File: config.mk
export PLATFORM = sky130hd
export DESIGN_NAME = mcdf_arb_n
export DESIGN_NICKNAME = d
export VERILOG_FILES = /design/src/rtl/mcdf_arb_pkg.sv /design/src/rtl/mcdf_arb_pick.sv /design/src/rtl/mcdf_arb_n.sv
export SDC_FILE = /design/constraint.sdc
export NUM_CORES = 1
export LEC_CHECK = 0
export CORE_MARGIN = 4
export CORE_UTILIZATION = 37
export DETAILED_ROUTE_END_ITERATION = 10
export HOLD_SLACK_MARGIN = 0.15
export PLACE_DENSITY = 0.81
export SLEW_MARGIN = 30
export SYNTH_ARGS = -nofsm -noshare
export SYNTH_HDL_FRONTEND = slang
export SYNTH_SLANG_ARGS = --single-unit
File: constraint.sdc
create_clock -name clk_i -period 8.2 [get_ports clk_i]
set_input_delay 1.23 -clock clk_i [delete_from_list [all_inputs] [get_ports clk_i]]
set_output_delay 1.23 -clock clk_i [all_outputs]
set_load 0.005 [all_outputs]
File: src/rtl/mcdf_arb_pkg.sv
// Shared types and defaults for the MCDF N-channel arbiter.
// Holds the FSM state enum, channel-index width helper and default parameters.
package mcdf_arb_pkg;

  localparam int CH_NUM_DEF = 4;
  localparam int PRIO_W_DEF = 2;
  localparam int LEN_W_DEF  = 6;
  localparam int DATA_W_DEF = 32;
  localparam int RR_EN_DEF  = 1;

  typedef enum logic {
    ARB_IDLE = 1'b0,
    ARB_XFER = 1'b1
  } arb_state_t;

  // Channel-index width; never below 1 so a 2-channel build still has an id bit.
  function automatic int clog2_ch(input int n);
    int w;
    w = 1;
    while ((1 << w) < n) w = w + 1;
    return w;
  endfunction

endpackage

File: src/rtl/mcdf_arb_pick.sv
// Combinational winner selection: lowest priority value, ties by round-robin or lowest index.
// Zero latency; no flow control of its own.
module mcdf_arb_pick
  import mcdf_arb_pkg::*;
#(
  parameter int  CH_NUM = CH_NUM_DEF,
  parameter int  PRIO_W = PRIO_W_DEF,
  parameter int  RR_EN  = RR_EN_DEF,
  localparam int ID_W   = clog2_ch(CH_NUM)
) (
  input  logic [CH_NUM-1:0]        elig,
  input  logic [CH_NUM*PRIO_W-1:0] prio,
  input  logic [ID_W-1:0]          last_win,
  output logic [ID_W-1:0]          winner,
  output logic                     any_elig
);

  logic [PRIO_W-1:0] prio_a [CH_NUM];

  for (genvar c = 0; c < CH_NUM; c++) begin : g_unpack
    assign prio_a[c] = prio[c*PRIO_W +: PRIO_W];
  end

  // Scan in tie-break order; a strict '<' keeps the first candidate seen at equal priority.
  always_comb begin
    logic [PRIO_W-1:0] best_prio;
    logic [ID_W-1:0]   idx;
    int                idx_int;
    winner    = '0;
    any_elig  = 1'b0;
    best_prio = '1;
    idx       = '0;
    idx_int   = 0;
    for (int k = 0; k < CH_NUM; k++) begin
      idx_int = (RR_EN != 0) ? ((int'(last_win) + 1 + k) % CH_NUM) : k;
      idx     = ID_W'(idx_int);
      if (elig[idx] && (!any_elig || (prio_a[idx] < best_prio))) begin
        any_elig  = 1'b1;
        best_prio = prio_a[idx];
        winner    = idx;
      end
    end
  end

endmodule

File: src/rtl/mcdf_arb_n.sv
// N-channel MCDF arbiter: grants one packet at a time and owns the data path until its last word.
// Grant visible 1 cycle after the request edge; words advance only on f2a_rd_i.
module mcdf_arb_n
  import mcdf_arb_pkg::*;
#(
  parameter int  CH_NUM = CH_NUM_DEF,
  parameter int  PRIO_W = PRIO_W_DEF,
  parameter int  LEN_W  = LEN_W_DEF,
  parameter int  DATA_W = DATA_W_DEF,
  parameter int  RR_EN  = RR_EN_DEF,
  localparam int ID_W   = clog2_ch(CH_NUM)
) (
  input  logic                     clk_i,
  input  logic                     rst_i,
  input  logic [CH_NUM-1:0]        slv_en_i,
  input  logic [CH_NUM*PRIO_W-1:0] slv_prio_i,
  input  logic [CH_NUM-1:0]        slv_req_i,
  input  logic [CH_NUM*LEN_W-1:0]  slv_len_i,
  input  logic [CH_NUM*DATA_W-1:0] slv_data_i,
  output logic [CH_NUM-1:0]        a2s_ack_o,
  output logic [CH_NUM-1:0]        a2s_rd_o,
  input  logic                     f2a_id_req_i,
  input  logic                     f2a_rd_i,
  output logic                     a2f_val_o,
  output logic [ID_W-1:0]          a2f_id_o,
  output logic [LEN_W-1:0]         a2f_len_o,
  output logic [DATA_W-1:0]        a2f_data_o,
  output logic                     a2f_last_o
);

  arb_state_t        state, state_nxt;
  logic [ID_W-1:0]   sel, last_win, winner;
  logic [LEN_W-1:0]  len, cnt;
  logic [CH_NUM-1:0] elig, ack;
  logic              any_elig, val, last_word, grant;

  logic [LEN_W-1:0]  len_a  [CH_NUM];
  logic [DATA_W-1:0] data_a [CH_NUM];

  for (genvar c = 0; c < CH_NUM; c++) begin : g_ch
    assign len_a[c]  = slv_len_i[c*LEN_W +: LEN_W];
    assign data_a[c] = slv_data_i[c*DATA_W +: DATA_W];
    assign elig[c]   = slv_en_i[c] && slv_req_i[c] && (len_a[c] != '0);
  end

  mcdf_arb_pick #(
    .CH_NUM (CH_NUM),
    .PRIO_W (PRIO_W),
    .RR_EN  (RR_EN)
  ) u_pick (
    .elig     (elig),
    .prio     (slv_prio_i),
    .last_win (last_win),
    .winner   (winner),
    .any_elig (any_elig)
  );

  assign last_word = (cnt == len - LEN_W'(1));
  assign grant     = (state == ARB_IDLE) && f2a_id_req_i && any_elig;

  always_comb begin
    state_nxt  = state;
    a2s_rd_o   = '0;
    a2f_data_o = '0;
    a2f_last_o = 1'b0;
    case (state)
      ARB_IDLE: begin
        if (f2a_id_req_i && any_elig) state_nxt = ARB_XFER;
      end
      ARB_XFER: begin
        a2f_data_o = data_a[sel];
        a2f_last_o = last_word;
        if (f2a_rd_i) begin
          a2s_rd_o = CH_NUM'(1) << sel;
          if (last_word) state_nxt = ARB_IDLE;
        end
      end
      default: state_nxt = ARB_IDLE;
    endcase
  end

  // len and sel are frozen at grant so mid-packet control changes cannot disturb the transfer.
  always_ff @(posedge clk_i or posedge rst_i) begin
    if (rst_i) begin
      state    <= ARB_IDLE;
      sel      <= '0;
      len      <= '0;
      cnt      <= '0;
      last_win <= ID_W'(CH_NUM - 1);
      ack      <= '0;
      val      <= 1'b0;
    end else begin
      state <= state_nxt;
      ack   <= '0;
      val   <= 1'b0;
      if (grant) begin
        sel      <= winner;
        len      <= len_a[winner];
        cnt      <= '0;
        last_win <= winner;
        ack      <= CH_NUM'(1) << winner;
        val      <= 1'b1;
      end else if ((state == ARB_XFER) && f2a_rd_i) begin
        cnt <= cnt + LEN_W'(1);
      end
    end
  end

  assign a2s_ack_o = ack;
  assign a2f_val_o = val;
  assign a2f_id_o  = sel;
  assign a2f_len_o = len;

endmodule

Yosys cells after proc, flatten, opt, wreduce, memory -nomap -nowiden --
Index checks and enable logic that the tools add are counted.
Operators by class: add/subtract/negate cells 6, multipliers 0, div/mod/pow operators 0, order comparisons 13, eq/ne operators 1, shifts and indexed selects 2, muxes and demuxes 49, bitwise operators 7, reduce and logical (&&, ||, !) cells 26
Operator list (count):
- $mux 32 | 3
- $bmux 32 s2 | 1
- $mux 2 | 15
- $mux 6 | 4
- $reduce_bool 6->1 | 4
- $ge 3x3->1 const B | 6
- $not 2->3 | 6
- $bmux 2 s2 | 4
- $logic_and 1x1->1 | 15
- $mux 1 | 13
- $bmux 6 s2 | 1
- $lt 2x3->1 const B | 4
- $mux 4 | 3
- $bmux 1 s2 | 4
- $shl 1x2->4 const A | 2
- $add 6x1->6 const B | 1
- $eq 6x6->1 | 1
- $lt 2x2->1 | 3
- $sub 6x1->6 const B | 1
- $add 2x1->2 const B | 2
- $add 2x2->2 const B | 2
- $logic_not 1->1 | 3
- $logic_or 1x1->1 | 3
- $pmux 1 s2 | 1
- 2 further kinds | 2
Word-level totals: flip-flop bits (word level) 22, bits in latches 0, RAM bits 0, bits in read-only memories 0, bits of input ports 172, output and inout bits 50, logic and storage cells 111, memories kept 0

Longest topological paths before layout --
depth after elaboration 22, depth in mapped cells 27, depth with buffers taken out 25

Hierarchy --
From an unflattened synthesis, not the netlist that was laid out.
Second synthesis, totals: cell total of the unflattened synthesis 309, area, all modules 3103.0 µm²
By module, submodules not included:
- mcdf_arb_n | instances 1, cells an instance 202, area each 2278.4 µm², seq. area each 553.0 µm²
- mcdf_arb_pick | instances 1, cells an instance 107, area each 824.5 µm², seq. area each 0.0 µm²

Worst setup path after synthesis --
Ideal clock, no wire load.
path kind input-to-reg, start point input port slv_len_i[14], end point register len[0], in the netlist a2f_len_o[0], setup time 0.132 ns, arrival 6.403 ns, data required time 8.068 ns, slack 1.665 ns, stages 23, buffers on the path 2, cell sequence nor4_1 > a21oi_1 > a31oi_4 > a221oi_1 > ha_1 > and4_1 > a311o_1 > a21boi_4 > o31ai_1 > ha_1 > nor2_1 > o21ai_0 > a21boi_1 > mux2_2 > ha_1 > o41ai_2 > and4bb_2 > a211o_1 > a22o_1 > buf_6 > buf_6 > mux2i_1 > a22oi_1
On the way: cells in the longest elaborated chain, start to end 21, elaborated cells on any way between the ends 38, those cells by class order compare (3); mux (22); bitwise (1); reduce/logical (12)
Ends and longest elaborated chain:
- start, declared | line mcdf_arb_n.sv:18 | input logic [CH_NUM*LEN_W-1:0] slv_len_i,
- $reduce_bool 6->1 (*) | line mcdf_arb_n.sv:43 | assign elig[c] = slv_en_i[c] && slv_req_i[c] && (len_a[c] != '0);
- $logic_and 1x1->1 (*) | line mcdf_arb_n.sv:43
- $bmux 1 s2 | line mcdf_arb_pick.sv:37 | if (elig[idx] && (!any_elig || (prio_a[idx] < best_prio))) begin
- $mux 1 (not written as such) | line mcdf_arb_pick.sv:37
- $mux 2 or $mux 1 (tied branches) | line mcdf_arb_pick.sv:37
- $lt 2x2->1 or $logic_not 1->1 (tied branches) | line mcdf_arb_pick.sv:37
- $logic_or 1x1->1 | line mcdf_arb_pick.sv:37
- $logic_and 1x1->1 | line mcdf_arb_pick.sv:37
- [... 4 more ...]
- $mux 2 or $mux 1 (tied branches) | line mcdf_arb_pick.sv:37
- $lt 2x2->1 or $logic_not 1->1 (tied branches) | line mcdf_arb_pick.sv:37
- $logic_or 1x1->1 | line mcdf_arb_pick.sv:37
- $logic_and 1x1->1 | line mcdf_arb_pick.sv:37
- $mux 2 | line mcdf_arb_pick.sv:37
- $not 2->3 (not written as such) | line mcdf_arb_n.sv:98 | len <= len_a[winner];
- $bmux 6 s2 | line mcdf_arb_n.sv:98
- $mux 6 (not written as such) (2 in a row) | line mcdf_arb_n.sv:98
- end signal, assigned | line mcdf_arb_n.sv:98
- end, declared | line mcdf_arb_n.sv:33 | logic [LEN_W-1:0] len, cnt;
Mark *: on every way between the ends. The rest lies on a longest branch, timed or not. The select of a mux whose other input is x is not followed. A chain may end at the register's enable or synchronous reset.

Final worst setup path --
start point input port slv_len_i[14], end point register len[4], in the netlist a2f_len_o[4]
Same word-level chain as after synthesis.

==> out/metrics.csv <==
metric,value,unit
status,"complete, no violations",
total negative setup slack,0,ns
CP Launch Point,slv_len_i[14],
cell area after synthesis,0.00326,sq mm
number of flops mapped to enable cells by yosys,0,
CP bufs+invs,1,
CP Class,primary input to register,
"most used cell, CP",ha_1,
Worst Path Required,8.36,ns
Tmin final,7.70,ns
register area share after synthesis,16.9,%
Antenna Nets Post-Route,0,
total track usage,25.4,%
# DRC,0,
TritonRoute pass-1 iters,5,
Worst path top cell family by delay,compound AO/OA/AOI/OAI gates,
count of pins over their slew limit,0,
met2 GRT Util,41.7,%
Total Wirelength,13.9,mm
syn_area_per_cell,9.24,sq um
Area Overhead vs Synth,71.8,%
top-area cell type share of the netlist area,22.8,%
fmax,0.130,GHz
Worst EP arrival,7.86,ns
Worst-Skew Late Latency,0.27,ns
clk buf depth,2,
CP max FO,13,
Max-Cap Viols,0,
Final Hold Fails,0,
CTS Hold Bufs,0,
initial drt markers,282,
worst-margin pin slew,0.834,ns
element type at the critical path start,primary input,
crit-path cells,clkdlybuf4s50_1 -> nor4_1 -> a21oi_1 -> a31oi_4 -> a221oi_1 -> ha_1 -> and4_1 -> a311o_1 -> a21boi_4 -> o21ai_0 -> o31ai_1 -> ha_1 -> nor2_1 -> o21ai_0 -> a21boi_1 -> mux2_2 -> ha_1 -> o41ai_2 -> and4bb_2 -> a211o_1 -> a22o_1 -> mux2i_1 -> a22oi_1,
"Slowest-stage cell, CP",a22o_1,
largest net degree at the start of global routing,39,
unrepaired setup endpoints after global routing,false,
pwr/cell area,247,mW/mm^2
total power,0.00138,W
RR Startpoint,last_win[1],
largest area contributor in the netlist,mux4_2,
worst clock skew,0.00846,ns
RD Place Congestion,0.944,
Synth cell types,63,
asr flop ratio synth,100,%
Die Span Y,102,microns
synthesis-stage register bit count,22,
YS warnings,0,
total core area,0.00838,sq mm
Area contributors post-synth,"mux4_2 23%, dfrtp_1 15%, and2_1 6.7%",
met1 Resource Use GR,34.2,%
Site Rows,33,
DR vias/cell,5.86,
DPL Wire Length,11.8,mm
# setup viols final,0,
initial antenna violation count,4,
period utilization,93.9,%
vias in the first global route,3733,
Post-CTS Resized,0,
HP Class,register to register,
first-pass GRT wire length,20.5,mm
die span in x,102,microns
# clock sinks,22,
Syn Nets,530,
layout cells sized above 1,10.8,%
clock transition at the registers of the reported paths,0.09,ns
hold_sp,cnt[5],
gr busiest metal,met2,
Clock Tree Root,clkbuf_8,
"slowest stage delay, CP",0.55,ns
GRT met3 Usage,4.78,%
Worst VDD drop,145,uV
cts bufs inserted,3,
CTS tree,built,
postcts setup bufs,0,
vias,3908,
# IOs,222,
Synth Instances,353,
total gr overflow,0,
Initial Util,38.9,%
# nets final,736,
Leak Pwr,2.10,nW
Die ar.,0.0104,sq mm
htree depth,1,
Critical Path End Type,register,
relative slew slack,44.3,%
# port buffers,221,
wire per inst,20.9,microns
main flop type after synthesis,dfrtp_1,
fin util,66.9,%
cells in the mapped netlist, types with 6 or more instances:
master,count
o21ai_0,17
a21oi_1,18
o22a_1,6
nand2_1,34
nor3_1,6
mux2i_1,9
mux4_2,33
a211oi_1,6
a22oi_1,9
o31ai_1,9
dfrtp_1,20
clkbuf_1,14
nor2_1,28
xnor2_1,6
and2_1,35
inv_1,8
where the power goes:
part	internal, W	total [W]	switching (W)
clock network	0.0000653	0.000105	0.0000393
registers	0.000131	0.000222	0.0000912
logic	0.000614	0.00106	0.000441
layout make-up:
| class | instances | area (sq um) |
|---|---|---|
| well taps | 105 | 131 |
| clock inverters | 1 | 30.0 |
| multi-input cells | 299 | 2570 |
| diodes | 4 | 10.0 |
| flip-flops and latches | 22 | 558 |
| clock buffers | 3 | 41.3 |
| repair buffers | 223 | 2230 |
| fillers | 685 | 2780 |
| inverters | 10 | 37.5 |
layer usage:
metal	part of all wire, %	wire length [microns]
met4	2.8	384
met2	46	6360
met3	9.8	1370
met1	42	5790
met5	0	0
worst register-to-register path, stage by stage (launching register included):
cell	delay (ns)
dfstp_2	0.83
nand2b_1	0.19
a211oi_1	0.35
a31oi_4	0.10
a221oi_1	0.40
ha_1	0.31
and4_1	0.18
a311o_1	0.37
a21boi_4	0.17
o21ai_0	0.17
o31ai_1	0.11
ha_1	0.32
nor2_1	0.08
o21ai_0	0.33
a21boi_1	0.35
mux2_2	0.37
ha_1	0.22
o41ai_2	0.53
and4bb_2	0.32
a211o_1	0.12
a22o_1	0.55
mux2i_1	0.32
a22oi_1	0.11
cell usage in the layout, fill, tap and decap left out, types with 4 or more instances in the layout:
cell type        instances
mux2_2                   4
a211oi_1                 6
a21o_1                   5
a21oi_1                 18
nor4_1                   4
nand2b_1                 5
nor3_1                   6
o22a_1                   6
mux4_1                   4
a31oi_1                  4
diode_2                  4
xnor2_1                  6
a22oi_1                  9
o31ai_1                  9
nand2_1                 34
o21ai_0                 17
dfrtp_1                 18
inv_1                    8
and2_1                  35
mux4_2                  33
ha_1                     5
or2_2                    4
nor2_1                  28
clkdlybuf4s50_1        221
mux2i_1                  9
logic make-up (layout without fill, tap and decap cells):
kind of cell | after synthesis | in the layout | synth area share (%)
flip-flops | 22 | 22 | 16.9
buffers and inverters | 32 | 237 | 4.29
AO/OA/AOI/OAI | 97 | 97 | 22.1
other | 0 | 4 | 0
multiplexers | 50 | 50 | 30.1
XOR/XNOR | 8 | 8 | 2.15
AND/OR/NAND/NOR | 139 | 139 | 22.5
adder cells (fa/ha/maj) | 5 | 5 | 1.92
state kept, by name (all words and copies together), names as in the netlist:
register,count
a2f_len_o,6
a2f_id_o,2
a2f_val_o,1
cnt,6
last_win,2
a2s_ack_o,4
state,1
worst paths after layout:
path,depth (start not counted),slack [ns],to
min in group asynchronous,2,1.42,a2f_val_o
setup reg to reg,22,1.31,a2f_len_o[4]
max in group asynchronous,2,6.16,a2f_id_o[0]
hold reg to reg,1,0.54,cnt[5]
hold / removal,1,0.54,cnt[5]
setup / recovery,23,0.50,a2f_len_o[4]
metrics by stage:
stage / setup slack [ns] / area, sq um / instances / hold slack [ns]
2_1_floorplan: 1.66 / 3260 / 353 / 0.471
3_3_place_gp: 0.493 / 5520 / 659 / 0.521
3_5_place_dp: 0.275 / 5520 / 659 / 0.526
4_1_cts: 0.568 / 5590 / 663 / 0.534
5_1_grt: 0.0108 / 5610 / 667 / 0.565
6_report: 0.498 / 5610 / 667 / 0.540
No activity file was read; power rests on OpenSTA's default activity.
